`src/rtl/alu_mc.sv`:
```
// Multi-cycle ALU: single-cycle add/sub/cmp/logic ops, shift-add multiply, valid/ready on both sides.
// Optional registered status flags {zero,carry,borrow,lt} when ALU_FLAGS_EN is defined.
module alu_mc #(
    parameter int WIDTH = 4
) (
    input  logic               clk,
    input  logic               rst_n,
    input  logic               in_valid,
    output logic               in_ready,
    input  logic [WIDTH-1:0]   a,
    input  logic [WIDTH-1:0]   b,
    input  logic [2:0]         op,
    output logic               out_valid,
    input  logic               out_ready,
    output logic [2*WIDTH-1:0] result,
    output logic               busy
`ifdef ALU_FLAGS_EN
    ,
    output logic [3:0]         flags
`endif
);

    localparam int RW = 2 * WIDTH;
    localparam int CW = $clog2(WIDTH) + 1;

    localparam logic [2:0] OP_ADD  = 3'b000;
    localparam logic [2:0] OP_SUB  = 3'b001;
    localparam logic [2:0] OP_MUL  = 3'b010;
    localparam logic [2:0] OP_CMP  = 3'b011;
    localparam logic [2:0] OP_AND  = 3'b100;
    localparam logic [2:0] OP_OR   = 3'b101;
    localparam logic [2:0] OP_XOR  = 3'b110;

    // Handshake: a transfer happens on a rising edge where valid and ready are both high;
    // the producer holds its payload stable until that edge.
    typedef enum logic [1:0] {
        S_IDLE = 2'd0,
        S_MUL  = 2'd1,
        S_DONE = 2'd2
    } state_t;

    state_t          state_q, state_d;
    logic [RW-1:0]   mcand_q;
    logic [WIDTH-1:0] mplier_q;
    logic [RW-1:0]   acc_q;
    logic [CW-1:0]   cnt_q;
    logic [RW-1:0]   a_x, b_x;
    logic [RW-1:0]   alu_res;
    logic [RW-1:0]   acc_step;
    logic            a_lt_b;
    logic            accept;
    logic            last_iter;

    assign a_x       = {{WIDTH{1'b0}}, a};
    assign b_x       = {{WIDTH{1'b0}}, b};
    assign a_lt_b    = (a < b);
    assign accept    = (state_q == S_IDLE) && in_valid;
    assign acc_step  = acc_q + (mplier_q[0] ? mcand_q : '0);
    assign last_iter = (state_q == S_MUL) && (cnt_q == CW'(WIDTH - 1));

    assign in_ready  = (state_q == S_IDLE);
    assign out_valid = (state_q == S_DONE);
    assign busy      = (state_q == S_MUL) || (state_q == S_DONE);

    always_comb begin
        alu_res = '0;
        case (op)
            OP_ADD:  alu_res = a_x + b_x;
            OP_SUB:  alu_res = a_x - b_x;
            OP_CMP:  alu_res = a_lt_b ? RW'(1) : ((a > b) ? RW'(2) : '0);
            OP_AND:  alu_res = a_x & b_x;
            OP_OR:   alu_res = a_x | b_x;
            OP_XOR:  alu_res = a_x ^ b_x;
            OP_MUL:  alu_res = '0;
            default: alu_res = a_x;
        endcase
    end

    always_comb begin
        state_d = state_q;
        case (state_q)
            S_IDLE: if (in_valid) state_d = (op == OP_MUL) ? S_MUL : S_DONE;
            S_MUL:  if (last_iter) state_d = S_DONE;
            S_DONE: if (out_ready) state_d = S_IDLE;
            default: state_d = S_IDLE;
        endcase
    end

`ifdef ALU_FLAGS_EN
    logic lt_q;
`endif

    // The accept edge performs the first multiply iteration so that the product
    // is ready WIDTH cycles after accept with only WIDTH-1 cycles spent in MUL.
    always_ff @(posedge clk or negedge rst_n) begin
        if (!rst_n) begin
            state_q  <= S_IDLE;
            mcand_q  <= '0;
            mplier_q <= '0;
            acc_q    <= '0;
            cnt_q    <= '0;
            result   <= '0;
`ifdef ALU_FLAGS_EN
            flags    <= '0;
            lt_q     <= 1'b0;
`endif
        end else begin
            state_q <= state_d;
            if (accept) begin
                if (op == OP_MUL) begin
                    acc_q    <= b[0] ? a_x : '0;
                    mcand_q  <= a_x << 1;
                    mplier_q <= b >> 1;
                    cnt_q    <= CW'(1);
`ifdef ALU_FLAGS_EN
                    lt_q     <= a_lt_b;
`endif
                end else begin
                    result <= alu_res;
`ifdef ALU_FLAGS_EN
                    flags  <= {(alu_res == '0),
                               (op == OP_ADD) ? alu_res[WIDTH] : 1'b0,
                               (op == OP_SUB) ? a_lt_b : 1'b0,
                               a_lt_b};
`endif
                end
            end
            if (state_q == S_MUL) begin
                acc_q    <= acc_step;
                mcand_q  <= mcand_q << 1;
                mplier_q <= mplier_q >> 1;
                cnt_q    <= cnt_q + CW'(1);
                if (last_iter) begin
                    result <= acc_step;
`ifdef ALU_FLAGS_EN
                    flags  <= {(acc_step == '0), 1'b0, 1'b0, lt_q};
`endif
                end
            end
        end
    end

endmodule

```
`config.mk`:
```
export PLATFORM = sky130hd
export DESIGN_NAME = alu_mc
export DESIGN_NICKNAME = d
export VERILOG_FILES = /design/src/rtl/alu_mc.sv
export SDC_FILE = /design/constraint.sdc
export NUM_CORES = 1
export LEC_CHECK = 0
export CAP_MARGIN = 40
export CORE_MARGIN = 2
export CORE_UTILIZATION = 55
export CTS_CLUSTER_SIZE = 10
export DETAILED_ROUTE_END_ITERATION = 12
export DONT_BUFFER_PORTS = 1
export GPL_ROUTABILITY_DRIVEN = 0
export PLACE_DENSITY = 0.74
export RECOVER_POWER = 50
export SYNTH_ARGS = -nofsm -noshare
export SYNTH_HDL_FRONTEND = slang
export SYNTH_SLANG_ARGS = --single-unit
```
`constraint.sdc`:
```
create_clock -name clk -period 2.3 [get_ports clk]
set_clock_uncertainty 0.05 [all_clocks]
set_input_delay 0.69 -clock clk [delete_from_list [all_inputs] [get_ports clk]]
set_output_delay 0.69 -clock clk [all_outputs]
set_load 0.01 [all_outputs]
```
# After elaboration in Yosys (flattened, before gate mapping)
# Index checks and enable logic that the tools add are counted.
# word_totals
register_bits,33
latchBits,0
mem_bits_rw,0
rom_bits,0
inputBits,15
out_inout_bits,11
elab_cells,62
mem_count,0
# op_classes
addsub,4
n_mul,0
div_mod_pow,0
order_cmp,2
n_eq_ne,12
n_shift,0
muxes,26
bitwise_logic,3
reduce_logical,9
# ops
cell,n
two-way mux 8 bit,11
one-hot mux 8 bit (6 select lines),1
two-way mux 4 bit,4
two-way mux 2 bit,6
"equality test 3 x 2 -> 1 bit, second input constant",3
"equality test 3 bit, second input constant",3
two-way mux 3 bit,3
adder 8 bit,1
one-hot mux 2 bit (3 select lines),1
adder 4 x 4 -> 5 bit,1
subtractor 4 x 4 -> 5 bit,1
bitwise AND 4 bit,1
greater-than comparator 4 bit,1
less-than comparator 4 bit,1
"!= test 2 bit, second input constant",2
OR 4 bit,1
nonzero test 2 bit,2
XOR 4 bit,1
"adder 3 x 1 -> 3 bit, second input constant",1
"equality test 3 x 1 -> 1 bit, second input constant",1
zero test 3 bit,1
AND reduction 3 bit,1
"equality test 2 x 1 -> 1 bit, second input constant",1
"equality test 2 bit, second input constant",1
5 further kinds,6

# Logic depth before layout (Yosys ltp)
# logic_depth
ltp_word,8
mapped_depth,9

# Worst setup path after synthesis
# Ideal clock, no wire load.
# synth_path
path_type,input -> register
startpoint,input a[2]
endpoint,register result[1]
setup_time_ns,0.131
arrival_time_ns,2.082
t_required_ns,2.119
slack_ns,0.037
stages,7
cell_sequence,inv_1 -> ha_1 -> or4_1 -> nand3_1 -> o22ai_1 -> a311oi_1 -> o21ai_0
# synth_via
elab_chain_cells,8
word_cells_on_any_way,9
classes_between,order compare (2); mux (7)
# synth_rtl
item,line_no,rtl
from (decl),10,"input logic [WIDTH-1:0] a,"
greater-than comparator 4 bit,70,OP_CMP: alu_res = a_lt_b ? RW'(1) : ((a > b) ? RW'(2) : '0);
two-way mux 2 bit,70,
two-way mux 2 bit (*),70,
one-hot mux 8 bit (6 select lines) (*),67,case (op)
two-way mux 8 bit (*),110,if (op == OP_MUL) begin
two-way mux 8 bit (*),109,if (accept) begin
two-way mux 8 bit,133,if (last_iter) begin
two-way mux 8 bit (*),128,if (state_q == S_MUL) begin
to (signal assigned),119,result <= alu_res;
to (signal assigned),134,result <= acc_step;
to (decl),15,"output logic [2*WIDTH-1:0] result,"
# Every way passes the cells marked *; elsewhere a longest branch is shown, timed or not.
# A chain may end at the register's enable or synchronous reset.

# Final worst setup path
# layout_path
startpoint,register mplier_q[0]
endpoint,register result[7]
# layout_via
elab_chain_cells,4
# layout_rtl
item,line_no,rtl
from (decl),44,logic [WIDTH-1:0] mplier_q;
from (signal assigned),113,mplier_q <= b >> 1;
from (signal assigned),131,mplier_q <= mplier_q >> 1;
two-way mux 8 bit,58,assign acc_step = acc_q + (mplier_q[0] ? mcand_q : '0);
adder 8 bit,58,
two-way mux 8 bit,133,
two-way mux 8 bit,128,
# Every way passes these cells.

==> results.json <==
{
  "place_ws_ps": -109,
  "synth_compound_area_share_pct": 23.3,
  "cts-htree-levels": 2,
  "worstSetupPathType": "reg -> reg",
  "use_met3_pct": 5.96,
  "seq_area_frac_synth_pct": 32.8,
  "crit_fanout": 5,
  "relSlewSlack_pct": 65.1,
  "min_path_type": "in -> async",
  "fp.dieW_um": 69.6,
  "vdd_ir_drop_max_mv": 0.589,
  "grt_pass1_vias": 1948,
  "antenna_found_initial": 0,
  "drt-total-wl_mm": 5.30,
  "place_hpwl_mm": 3.87,
  "gr-usage-met2_pct": 35.5,
  "arrival_ps": 2370,
  "hold_slack_ps": 45.7,
  "syn_avg_cell_area_um2": 8.20,
  "clock_path_buffers": 2,
  "drtAntennaViolNets": 0,
  "synth_adder_area_share_pct": 14.7,
  "synth_warnings": 0,
  "power.leakage_nw": 1.18,
  "p_total_mw": 2.45,
  "grt_max_degree": 33,
  "antenna_cells": 0,
  "required_ps": 2450,
  "clockRootBuffer": "clkbuf_8",
  "powerDensity_mw_per_mm2": 937,
  "areaGrowthSynthToFinish_pct": 10.5,
  "outcome": "completed",
  "synth_seq_cells": 31,
  "synth-edff-count": 0,
  "place_inst": 341,
  "clock-sinks": 31,
  "numCtsBuffers": 5,
  "port_buffers": 0,
  "vias_per_cell": 5.82,
  "yosysTopAreaCellShare_pct": 32.8,
  "fin_nets": 341,
  "grt_pass1_wl_mm": 9.29,
  "synthMuxAreaShare_pct": 0.951,
  "synthXorXnorAreaFrac_pct": 2.22,
  "cts_tree": "built",
  "mostFrequentLayoutCells": "37 x nand2_1, 31 x dfrtp_1, 30 x a21oi_1, 23 x o21ai_0, 22 x inv_1",
  "final_cells": 351,
  "fin_ws_ps": 86.1,
  "die_y_um": 69.6,
  "final_core_util_pct": 64.1,
  "cp-end-kind": "register",
  "synthCells": 289,
  "syn-num-nets": 330,
  "min_period_ps": 2210,
  "synth_top_family_by_area": "compound AO/OA/AOI/OAI gates",
  "path_clk_slew_ps": 60,
  "post_route_cells_drive_above_1_share_pct": 11.6,
  "synth-simple-area-share_pct": 19.8,
  "rsz0062_at_grt": "true",
  "avgRoutedWirePerCell_um": 15.1,
  "timing.fmax_mhz": 452,
  "drtPass1Iterations": 4,
  "dieArea_mm2": 0.00485,
  "tightestPinTransition_ps": 523,
  "clk_latency_ps": 280,
  "setup_violations": 0,
  "ys_types": 49,
  "critPathLaunchType": "register",
  "use_met1_pct": 34.4,
  "slew_viol_final": 0,
  "grt_use_total_pct": 24.0,
  "drt_iter0_markers": 133,
  "netlist_area_mm2": 0.00237,
  "layout_worst_path_cycle_share_pct": 96.3,
  "start_util_pct": 58.0,
  "core_area_mm2": 0.00409,
  "grt.busiest_layer": "met2",
  "hold_viol": 0,
  "synth_flop_cell": "dfrtp_1",
  "max_cap_violations": 0,
  "fp-row-count": 23,
  "layout_commonest_cell": "nand2_1",
  "reg2reg_depth": 9,
  "num_vias": 2043,
  "grt_overflow": 0,
  "synth_area_leaders": "dfrtp_1 33%, ha_1 12%, a21oi_1 6.3%",
  "synthArstFlopShare_pct": 100,
  "yosys.area.top_type": "dfrtp_1",
  "drcViolationCount": 0,
  "io_pins": 26
}
-- cells in the mapped netlist, types with 3 or more instances --
| cell | instances |
|---|---|
| a21oi_1 | 30 |
| a22oi_1 | 3 |
| a31oi_1 | 6 |
| and2_1 | 6 |
| buf_2 | 5 |
| clkbuf_1 | 7 |
| dfrtp_1 | 31 |
| fa_1 | 3 |
| ha_1 | 23 |
| inv_1 | 23 |
| nand2_1 | 37 |
| nand2b_1 | 5 |
| nand3_1 | 7 |
| nor2_1 | 18 |
| nor3_1 | 7 |
| o21ai_0 | 23 |
| o21bai_1 | 3 |
| o22ai_1 | 8 |
| xnor2_1 | 3 |
| xor2_1 | 3 |
-- cells by family (layout without fill, tap and decap cells) --
group                    count (synthesis)  after routing
AO/OA/AOI/OAI                           92             92
XOR/XNOR                                 6              6
adder cells (fa/ha/maj)                 26             26
buffers and inverters                   37             49
flip-flops                              31             31
multiplexers                             2              2
AND/OR/NAND/NOR                         95             95
-- routing by layer --
metal / wire, um / share of wire, %
met3: 272 / 5.1
met1: 2670 / 50
met4: 77 / 1.5
met5: 0 / 0
met2: 2280 / 43
-- timing repair --
action                                  CTS  global route
endpoints found under the setup margin    0             3
setup buffers                             0             2
gates resized for setup                   0             7
hold buffers                              0             0
endpoints found under the hold margin     0             0
-- sequential cells by signal, indices dropped and copies added, names as in the netlist --
signal and count:
acc_q 8, result 8, mcand_q 7, cnt_q 3
mplier_q 3, state_q 2
-- metrics by stage --
stage,setup TNS [ps],cell area [um2]
after floorplan,0,2370
after global placement,-29.1,2480
after detailed placement,-226,2480
after CTS,0,2570
after global routing,-17.5,2620
final,0,2620
-- worst max-delay path, cell delays in order, from the launching register on --
cell and delay, ps:
dfrtp_1 430, and2_4 170, ha_4 160, inv_2 60, fa_2 240, nor2b_4 50
o31a_1 260, o21a_1 220, or3_1 310, a32oi_1 190
-- path summary, 6_finish.rpt --
| path | startpoint | end | slack [ps] |
|---|---|---|---|
| min in group clk | mplier_q[1] | mplier_q[0] | 440 |
| worst max register to register | mplier_q[0] | result[7] | 90 |
| worst min register to register | mplier_q[1] | mplier_q[0] | 440 |
| worst min-delay path | rst_n | state_q[0] | 50 |
| max in group asynchronous | rst_n | cnt_q[2] | 2060 |
| worst max-delay path | mplier_q[0] | result[7] | 90 |
-- report_power, final --
group	switching (mW)	internal (mW)
sequential	0.205	0.783
combinational	0.551	0.500
clock	0.202	0.212
total	0.957	1.49
-- area by class of cell --
cell class / instances / area [um2]
clock buffers: 7 / 76.3
flip-flops and latches: 31 / 776
multi-input cells: 221 / 1480
inverters: 24 / 90.1
clock inverters: 1 / 5.00
well taps: 50 / 62.6
repair buffers: 17 / 128
fillers: 374 / 1470
Note: power is estimated with default switching activity, not from simulation.
==> patch 1: new RTL, same flow settings <==
`WIDTH`: 4 -> 8.
--- a/src/rtl/alu_mc.sv
+++ b/src/rtl/alu_mc.sv
@@ -3,3 +3,3 @@
 module alu_mc #(
-    parameter int WIDTH = 4
+    parameter int WIDTH = 8
 ) (
Ports: changed (resized a, b and result); port bits go from 26 to 42. The function was not compared with the original's and may differ.
==> patch 1 against the original RTL <==
- synthesized area increased by 99%
- sequential share of layout area decreased by 4.5 points
- worst hold slack improved by 360 ps
- wire length increased to 2.7 times the old value
- highest routed layer unchanged
- critical path depth increased by 2
- critical path type unchanged
- largest cell class unchanged
- setup slack got worse by 270 ps
- the flow now finishes with violations (capacitance limit, slew limit, setup timing)
- total power increased by 140%
- cell area increased by 130%
- sequential cell count increased by 29
==> patch 1: results (changes against the original RTL) <==
met1_usage_pct: 41.3  # +6.9 points
drv_slew: 61  # +61
dpl_cell_area_um2: 5440  # +120%
netlist-cell-type-count: 62  # +27%
n_fill_cell: 614  # +64%
worst_slew_pin_slew_ps: 1520  # +1000 ps
status: "finished, violations left"
num_vias: 4755  # +130%
dp.cells: 734  # +120%
setup_slack_ps: -185  # -272 ps
synth_compound_area_share_pct: 27.1  # +3.8 points
met2WireLength_um: 6820  # +200%
violations: "capacitance limit, slew limit, setup timing"
setup_viol_count_final: 14  # +14
syn_inst: 585  # +100%
grt_start_max_net_pins: 76  # +130%
synthMuxAreaShare_pct: 0.212  # -0.74 points
synth_fp_nets: 654  # +98%
fin_hold_ws_ps: 410  # +364 ps
max_stage_delay_ps: 450  # +20 ps
ys_seq_area_share_pct: 31.8  # -0.95 points
drt-total-wl_um: 14400  # +170%
pre_cts_ws_ps: -346  # -237 ps
grt_pass1_vias: 4526  # +130%
ff2ff_path_depth: 11  # +2
drtIter0Drc: 358  # +170%
rr_endpoint: "acc_q[12]"
ir_drop_uv: 730  # +24%
worst-endpoint-arrival_ps: 2720  # +350 ps
h-tree-depth: 3  # +1
yosys-top-cells-area: "dfrtp_1 32%, ha_1 11%, a21oi_1 6.8%"
drv_cap: 1  # +1
[patch 1: cell count changes in the layout (fill, tap and decap cells not counted), moves of 9 or more]
cell | unedited run | this run
ha_1 | 21 | 30
ha_4 | 2 | 11
o21ai_0 | 23 | 52
dfrtp_1 | 31 | 59
nand2_1 | 37 | 66
inv_1 | 22 | 32
a21oi_1 | 30 | 58
buf_4 | 17 | 78
nor2_1 | 18 | 40
[patch 1: kinds of logic (layout without fill, tap and decap cells)]
family	after synthesis	count (layout)
AO/OA/AOI/OAI	205	205
AND/OR/NAND/NOR	188	188
buffers and inverters	67	137
flip-flops	60	60
adder cells (fa/ha/maj)	46	46
XOR/XNOR	18	18
multiplexers	1	1
[patch 1: power by group]
part / total (mW) / internal (mW) / switching (mW)
clock network: 0.993 / 0.505 / 0.488
logic: 3.02 / 1.45 / 1.57
registers: 1.91 / 1.49 / 0.419
total: 5.92 / 3.45 / 2.47
[patch 1: worst max-delay path by stage]
stage,start,to,depth (start not counted)
after floorplan,a[0],result[8],11
after global placement,a[0],result[8],10
after detailed placement,a[1],result[1],9
after CTS,mplier_q[0],acc_q[15],12
after global routing,mplier_q[0],result[15],11
final,mplier_q[0],acc_q[12],11
[patch 1: timing repair]
action	CTS	global route
setup buffers	2	7
hold endpoints to repair	60	0
resized for setup	15	34
hold buffers	1	0
pin swaps	7	17
setup endpoints to repair	17	20
gates cloned	0	0
[patch 1: area by class of cell]
type / count / area, µm² / area share [%]
Multi-Input combinational cell: 458 / 3320 / 55.6
Sequential cell: 60 / 1500 / 25.1
Timing Repair Buffer: 85 / 676 / 11.3
Inverter: 36 / 148 / 2.47
Tap cell: 105 / 131 / 2.20
Clock buffer: 9 / 124 / 2.07
Clock inverter: 7 / 75.1 / 1.26
==> patch 2: new RTL, same settings <==
Made on the original files. Reset style: synchronous (`rst_n`), changed in one clocked block.
--- a/src/rtl/alu_mc.sv
+++ b/src/rtl/alu_mc.sv
@@ -94,3 +94,3 @@
     // is ready WIDTH cycles after accept with only WIDTH-1 cycles spent in MUL.
-    always_ff @(posedge clk or negedge rst_n) begin
+    always_ff @(posedge clk) begin
         if (!rst_n) begin
Behaviour: differs if rst_n is asserted again (counterexample within 4 cycles, from zero or initial values and one cycle with rst_n low); with rst_n held inactive, the same outputs for 10 cycles.
==> patch 2 against the original RTL <==
- sequential cell count unchanged
- synthesized area increased by 2.3%
- wire length increased by 6.5%
- cell area decreased by 2.6%
- setup slack improved by 17 ps
- global-route usage decreased by 0.19 points
- worst hold slack improved by 390 ps
- count of clock-buffer cells in the layout decreased by 1
- first-iteration DRC count increased by 7.5%
Power is not compared: it rests on default switching activity, and its combinational part moved more than twofold at a synthesized area within 25%.
==> patch 2: results (changes against the original RTL) <==
syn_area_um2: 2420  # +2.3%
clockBufferDepth: 2  # unchanged
grt_pass1_vias: 2013  # +3.3%
ir_drop_uv: 186
place_hpwl_um: 4060  # +5.0%
post-cts-setup-buffers: 0  # unchanged
firstDrtPassIters: 4  # unchanged
reg2reg_slack_ps: 100  # +20 ps
crit_fanout: 3  # -2
numPortBuffers: 0  # unchanged
numCtsBuffers: 5  # unchanged
dpl_cell_area_um2: 2450  # -1.3%
grt_pass1_wl_um: 9430  # +1.5%
grt_usage_pct: 23.8  # -0.19 points
yosys-top-cells-area: "dfxtp_1 26%, ha_1 12%, nand2_1 6.4%"
clk_latency_ps: 280  # about the same
cp_top_family: "compound AO/OA/AOI/OAI gates"
drive_gt1_share_pct: 8.79  # -2.8 points
max_stage_delay_ps: 360  # -70 ps
grt_start_max_net_pins: 38  # +15%
diodes: 0  # unchanged
switching_share_pct: 28.9
grt_overflow: 0  # unchanged
slowest_stage: "fa_2"
worstHoldPathType: "reg2reg"
n_fill_cell: 387  # +3.5%
p_leak_nw: 1.06
total_power_mw: 1.26
ys_top_cells_by_count: "41 x nand2_1, 31 x dfxtp_1, 24 x a21oi_1"
postCtsResizedCells: 0  # unchanged
powerSeq_mw: 0.575
clockRootBuffer: "clkbuf_8"
top_regs: "acc_q: 8 flops, result: 8 flops, mcand_q: 7 flops"
antenna_found_initial: 0  # unchanged
nNetsFinal: 348  # +2.1%
status: "completed"
worst_slew_pin_slew_ps: 549  # +25.6 ps
netlist-cell-type-count: 54  # +10%
drt-total-wl_um: 5640  # +6.5%
fin_hold_ws_ps: 438  # +393 ps
worst-endpoint-arrival_ps: 2320  # -50 ps
drtIter0Drc: 143  # +7.5%
clkTransAtPathRegs_ps: 70
num_vias: 2172  # +6.3%
yosys_warnings: 0  # unchanged
ys_seq_area_share_pct: 25.6  # -7.1 points
h-tree-depth: 2  # unchanged
async_flop_share_pct: 0  # -100 points
clockPowerShare_pct: 34.6
patch 2: routing by layer:
layer / wire length [µm] / track usage, % / vias to the layer above
met5: 0 / 0 / -
met2: 2640 / 38.4 / 59
met4: 93 / 7.69 / 0
li1: - / - / 1085
met1: 2520 / 31.4 / 1019
met3: 391 / 5.34 / 9
patch 2: worst reg2reg max path, delay by kind of cell (launching register included):
family,cells,cell delay (ps)
AO/OA/AOI/OAI,3,580
XOR/XNOR,1,190
adder cells (fa/ha/maj),2,560
buffers and inverters,1,60
flip-flops,1,350
AND/OR/NAND/NOR,2,300
patch 2: layout make-up:
cell class                      instances  area (µm²)  area share (%)
Multi-Input combinational cell        237        1630            63.7
Sequential cell                        31         621            24.3
Clock buffer                            6        82.6            3.24
Inverter                               22        82.6            3.24
Timing Repair Buffer                   10        68.8            2.70
Tap cell                               52        65.1            2.55
Clock inverter                          1        5.00           0.196
patch 2: worst paths after layout:
path | from | end | cells after the start
worst max register to register | mcand_q[1] | result[7] | 9
worst max-delay path | mcand_q[1] | result[7] | 9
worst min-delay path | acc_q[0] | result[0] | 2
worst min register to register | acc_q[0] | result[0] | 2
patch 2: logic make-up (layout without fill, tap and decap cells):
| family | count (synthesis) | after routing | synth area share (%) |
|---|---|---|---|
| adders and majority gates | 26 | 26 | 14.4 |
| xor gates and xnor gates | 8 | 8 | 2.89 |
| DFF | 31 | 31 | 25.6 |
| muxes | 3 | 3 | 1.29 |
| buffers and inverters | 41 | 39 | 7.64 |
| AOI/OAI and AO/OA | 96 | 96 | 26.4 |
| and+or+nand+nor | 104 | 104 | 21.8 |
patch 2: stage by stage:
step	cells	worst slack [ps]
3_3_place_gp	351	12.0
2_1_floorplan	309	71.7
5_1_grt	359	-9.07
4_1_cts	358	25.2
6_report	359	104
3_5_place_dp	351	-20.7
